<file path="src/rtl/mem_stage.sv">
// Memory pipeline stage between ex_mem and mem_wb: non-memory ops pass through in one cycle, LW/SW handshake with data memory.
// Optional build macro MEM_TIMEOUT_EN adds a 16-cycle access timeout with a sticky err_o flag.
module mem_stage (
  input  logic        clk,
  input  logic        rst,
  input  logic        valid_i,
  input  logic [15:0] mem_addr_i,
  input  logic [15:0] alu_data_i,
  input  logic [3:0]  rd_i,
  input  logic [3:0]  op_i,
  output logic        dmem_req,
  output logic        dmem_we,
  output logic [15:0] dmem_addr,
  output logic [15:0] dmem_wdata,
  input  logic [15:0] dmem_rdata,
  input  logic        dmem_ack,
  output logic        stall_o,
  output logic        valid_o,
  output logic        wb_en_o,
  output logic [3:0]  wb_rd_o,
  output logic [15:0] wb_data_o,
  output logic        err_o
);

  localparam logic [3:0] OP_LW  = 4'b1000;
  localparam logic [3:0] OP_SW  = 4'b1001;
  localparam logic [3:0] OP_B   = 4'b1100;
  localparam logic [3:0] OP_BR  = 4'b1101;
  localparam logic [3:0] OP_HLT = 4'b1111;

  typedef enum logic [0:0] {IDLE = 1'b0, ACCESS = 1'b1} state_t;

  function automatic logic writes_reg(input logic [3:0] op);
    return !((op == OP_SW) || (op == OP_B) || (op == OP_BR) || (op == OP_HLT));
  endfunction

  state_t      state_r;
  logic [3:0]  op_r;
  logic [3:0]  rd_r;
  logic        is_mem_s;
  logic        stall_s;
  logic        timeout_s;

  assign is_mem_s = (op_i == OP_LW) || (op_i == OP_SW);

`ifdef MEM_TIMEOUT_EN
  logic [3:0] cnt_r;

  assign timeout_s = (cnt_r == 4'd15) && !dmem_ack;

  // Access-cycle counter and sticky timeout flag.
  always_ff @(posedge clk) begin
    if (rst) begin
      cnt_r <= 4'd0;
      err_o <= 1'b0;
    end else begin
      if (state_r == IDLE) begin
        cnt_r <= 4'd0;
      end else if (!dmem_ack) begin
        cnt_r <= cnt_r + 4'd1;
      end else begin
        cnt_r <= cnt_r;
      end
      if ((state_r == ACCESS) && timeout_s) begin
        err_o <= 1'b1;
      end else begin
        err_o <= err_o;
      end
    end
  end
`else
  assign timeout_s = 1'b0;
  assign err_o     = 1'b0;
`endif

  // Upstream hold: accepting a memory op, or waiting for the memory acknowledge.
  always_comb begin
    stall_s = 1'b0;
    case (state_r)
      IDLE:    stall_s = valid_i && is_mem_s;
      ACCESS:  stall_s = !dmem_ack;
      default: stall_s = 1'b0;
    endcase
  end

  assign stall_o = stall_s;

  // Stage FSM with registered memory request and writeback outputs.
  always_ff @(posedge clk) begin
    if (rst) begin
      state_r    <= IDLE;
      op_r       <= 4'd0;
      rd_r       <= 4'd0;
      dmem_req   <= 1'b0;
      dmem_we    <= 1'b0;
      dmem_addr  <= 16'd0;
      dmem_wdata <= 16'd0;
      valid_o    <= 1'b0;
      wb_en_o    <= 1'b0;
      wb_rd_o    <= 4'd0;
      wb_data_o  <= 16'd0;
    end else begin
      valid_o <= 1'b0;
      wb_en_o <= 1'b0;
      case (state_r)
        IDLE: begin
          if (valid_i && is_mem_s) begin
            state_r    <= ACCESS;
            op_r       <= op_i;
            rd_r       <= rd_i;
            dmem_req   <= 1'b1;
            dmem_we    <= (op_i == OP_SW);
            dmem_addr  <= mem_addr_i & 16'hFFFE;
            dmem_wdata <= alu_data_i;
          end else if (valid_i) begin
            valid_o   <= 1'b1;
            wb_en_o   <= writes_reg(op_i);
            wb_rd_o   <= rd_i;
            wb_data_o <= alu_data_i;
          end
        end
        ACCESS: begin
          if (dmem_ack) begin
            state_r    <= IDLE;
            dmem_req   <= 1'b0;
            dmem_we    <= 1'b0;
            dmem_wdata <= 16'd0;
            valid_o    <= 1'b1;
            wb_en_o    <= writes_reg(op_r);
            wb_rd_o    <= rd_r;
            // dmem_wdata still holds the captured store data here.
            wb_data_o  <= (op_r == OP_LW) ? dmem_rdata : dmem_wdata;
          end else if (timeout_s) begin
            state_r    <= IDLE;
            dmem_req   <= 1'b0;
            dmem_we    <= 1'b0;
            dmem_wdata <= 16'd0;
            valid_o    <= 1'b1;
          end
        end
        default: state_r <= IDLE;
      endcase
    end
  end

endmodule

</file>
<file path="config.mk">
export PLATFORM = sky130hd
export DESIGN_NAME = mem_stage
export DESIGN_NICKNAME = d
export VERILOG_FILES = /design/src/rtl/mem_stage.sv
export SDC_FILE = /design/constraint.sdc
export NUM_CORES = 1
export LEC_CHECK = 0
export ABC_AREA = 1
export BUFFER_PORTS_ARGS = -buffer_cell sky130_fd_sc_hd__buf_2
export CAP_MARGIN = 20
export CORE_UTILIZATION = 30
export CTS_BUF_LIST = sky130_fd_sc_hd__clkbuf_16
export DETAILED_ROUTE_END_ITERATION = 10
export PLACE_DENSITY = 0.59
export SLEW_MARGIN = 30
export SYNTH_ARGS = -nofsm -noshare
export SYNTH_HDL_FRONTEND = slang
export SYNTH_SLANG_ARGS = --single-unit
</file>
<file path="constraint.sdc">
create_clock -name clk -period 2.9 [get_ports clk]
set_input_delay 0.58 -clock clk [delete_from_list [all_inputs] [get_ports clk]]
set_output_delay 0.58 -clock clk [all_outputs]
set_load 0.02 [all_outputs]
</file>
==> impl_metrics.env <==
export IMPL_status="completed"
export IMPL_die_w_um=105
export IMPL_placed_area_um2=3680
export IMPL_critical_path_cell_chain="buf_2, inv_2, nand2_1, nor2_4, nand2_4, nand2_1, buf_2"
export IMPL_crit_required_ps=2320
export IMPL_rsz0062_at_grt="false"
export IMPL_postCtsSetupBuffers=0
export IMPL_fin_area_um2=3940
export IMPL_clk_pin_slew_ps=50
export IMPL_drt_total_wl_um=8940
export IMPL_synth_area_um2=3160
export IMPL_route_vias_total=3146
export IMPL_gp_congestion=0.767
export IMPL_peakVddDrop_v=0.000254
export IMPL_synth_area_per_cell_um2=6.84
export IMPL_cap_viol_max_count=0
export IMPL_p_comb_frac=0.139
export IMPL_path_buf_inv=3
export IMPL_grt_pass1_wl_um=14800
export IMPL_relSlewSlack=0.526
export IMPL_period_needed_ps=2080
export IMPL_cts_hold_buffers_added=0
export IMPL_path_max_fanout=42
export IMPL_mostFrequentLayoutCells="buf_2, inv_1, nand2_1"
export IMPL_switching_share=0.274
export IMPL_drt_iter0_drc=250
export IMPL_start_util=0.307
export IMPL_final_common_cell="buf_2"
export IMPL_clkPwrFrac=0.432
export IMPL_synth_largest_area_cell="dfxtp_1"
export IMPL_hold_viol=0
export IMPL_grt_pass1_vias=3031
export IMPL_syn2layout_area_growth_pct=24.9
export IMPL_chipHeight_um=105
export IMPL_drt_pass1_iterations=6
export IMPL_slew_violations=0
export IMPL_syn_inst=461
export IMPL_grtUsageTotal=0.170
export IMPL_ys_types=21
export IMPL_net_switching_power_uw=603
export IMPL_synth_area_leaders="dfxtp_1, nand3_1, a21oi_1, inv_1, nand2_1"
export IMPL_antenna_found_initial=0
export IMPL_ys_ff_latch=64
export IMPL_cts_resized=0
export IMPL_ant_nets=0
export IMPL_cellPowerDensity_nw_per_um2=558
export IMPL_total_power_uw=2200
export IMPL_cts_root_buf="clkbuf_16"
export IMPL_cpLargestDelayFamily="simple AND/OR/NAND/NOR gates"
export IMPL_p_leak_uw=0.00199
export IMPL_seqPwrFrac=0.429
export IMPL_cp_arrival_ps=1500
export IMPL_cts_tree="yes"
export IMPL_fmax_ghz=0.481
export IMPL_intPower_uw=1600
export IMPL_clock_sinks=64
export IMPL_fin_setup_tns_ps=0
export IMPL_via_per_inst=4.49
export IMPL_portBuffers=114
export IMPL_yosys_warnings=0
export IMPL_setup_viol=0
export IMPL_min_path_type="reg -> reg"
export IMPL_htreeDepth=3
export IMPL_drc_errors=0
export IMPL_critical_path_max_stage_delay_ps=260
export IMPL_tightest_slew_ps=710
export IMPL_die_area_um2=10900
export IMPL_pin_count=118
export IMPL_critPathKind="in -> out"
export IMPL_yosysSeqAreaShare=0.406
export IMPL_crit_slowest_cell="nand2_4"
export IMPL_clk_path_buf_depth=2
export IMPL_grt_ovfl_total=0
export IMPL_cp_end_kind="output port"
export IMPL_layout_nets=620
export IMPL_period_share=0.717
export IMPL_wl_per_cell_um=12.8
export IMPL_cts_made_buffers=9
export IMPL_dp_hpwl_um=5960
export IMPL_drive_above_1_share=0.258
export IMPL_fin_skew_ps=5.95
export IMPL_grt_max_degree=43
export IMPL_antennaDiodeCount=0
export IMPL_clk_latency_ps=320
export IMPL_coreArea_um2=10300
export IMPL_synth_top_area_frac=0.406
export IMPL_num_rows=37
export IMPL_critPathLaunchType="primary input"
tightest hold or removal path, cell delays in order, from the launching register on:
cell	delay, ps
dfxtp_1	300
nand2_1	60
a21oi_1	60
cells in the mapped netlist (all sizes together):
cell / count
dfxtp: 64
a21oi: 55
nand2: 73
buf: 19
o21ai: 26
inv: 73
nor3: 1
o21bai: 1
or2: 1
clkbuf: 13
a21boi: 1
nor2: 68
nand3: 65
conb: 1
path summary, 6_finish.rpt:
kind / from / to / slack [ps] / cells past startpoint
worst min-delay path: dmem_req / dmem_req / 470 / 2
worst max register to register: state_r / dmem_we / 1060 / 7
worst max-delay path: op_i[2] / stall_o / 820 / 7
worst min register to register: dmem_req / dmem_req / 470 / 2
cell families after synthesis:
group,Yosys count,share of synthesized area
AND/OR/NAND/NOR,208,0.290
buffers and inverters,105,0.169
AO/OA/AOI/OAI,83,0.133
flip-flops,64,0.406
other,1,0.00119
layer usage:
metal	global-route usage	vias to the layer above	routed length, um
met1	0.212	1378	4050
met2	0.277	125	4140
met5	0	-	0
met4	0.0480	0	76
li1	-	1634	-
met3	0.0586	9	680
cell type report:
cell class	instances	area, um2
Timing Repair Buffer	119	608
Inverter	73	274
Fill cell	1147	6340
Tap cell	136	170
Clock buffer	9	225
Multi-Input combinational cell	293	1340
Clock inverter	7	38.8
Sequential cell	64	1280
stage by stage:
stage / instances / util / hold slack, ps / worst slack, ps
3_5_place_dp: 685 / 0.358 / 461 / 642
4_1_cts: 701 / 0.383 / 469 / 804
6_report: 701 / 0.383 / 467 / 820
3_3_place_gp: 685 / 0.358 / 459 / 648
2_1_floorplan: 462 / - / 454 / 1170
5_1_grt: 701 / 0.383 / 490 / 705
power by group through the flow:
stage | Sequential [uW] | Clock, uW | Combinational, uW
3_5_place_dp | 962 | 0 | 308
2_1_floorplan | 1010 | 0 | 156
6_report | 944 | 952 | 306
5_1_grt | 948 | 1020 | 344
4_1_cts | 944 | 974 | 309
3_3_place_gp | 961 | 0 | 305
sequential cells by signal, indices dropped and copies added (netlist names), 4 cells and up:
signal      flops
dmem_addr      15
dmem_wdata     16
op_r            4
rd_r            4
wb_data_o      16
wb_rd_o         4
Power figures use the tool's default switching activity.
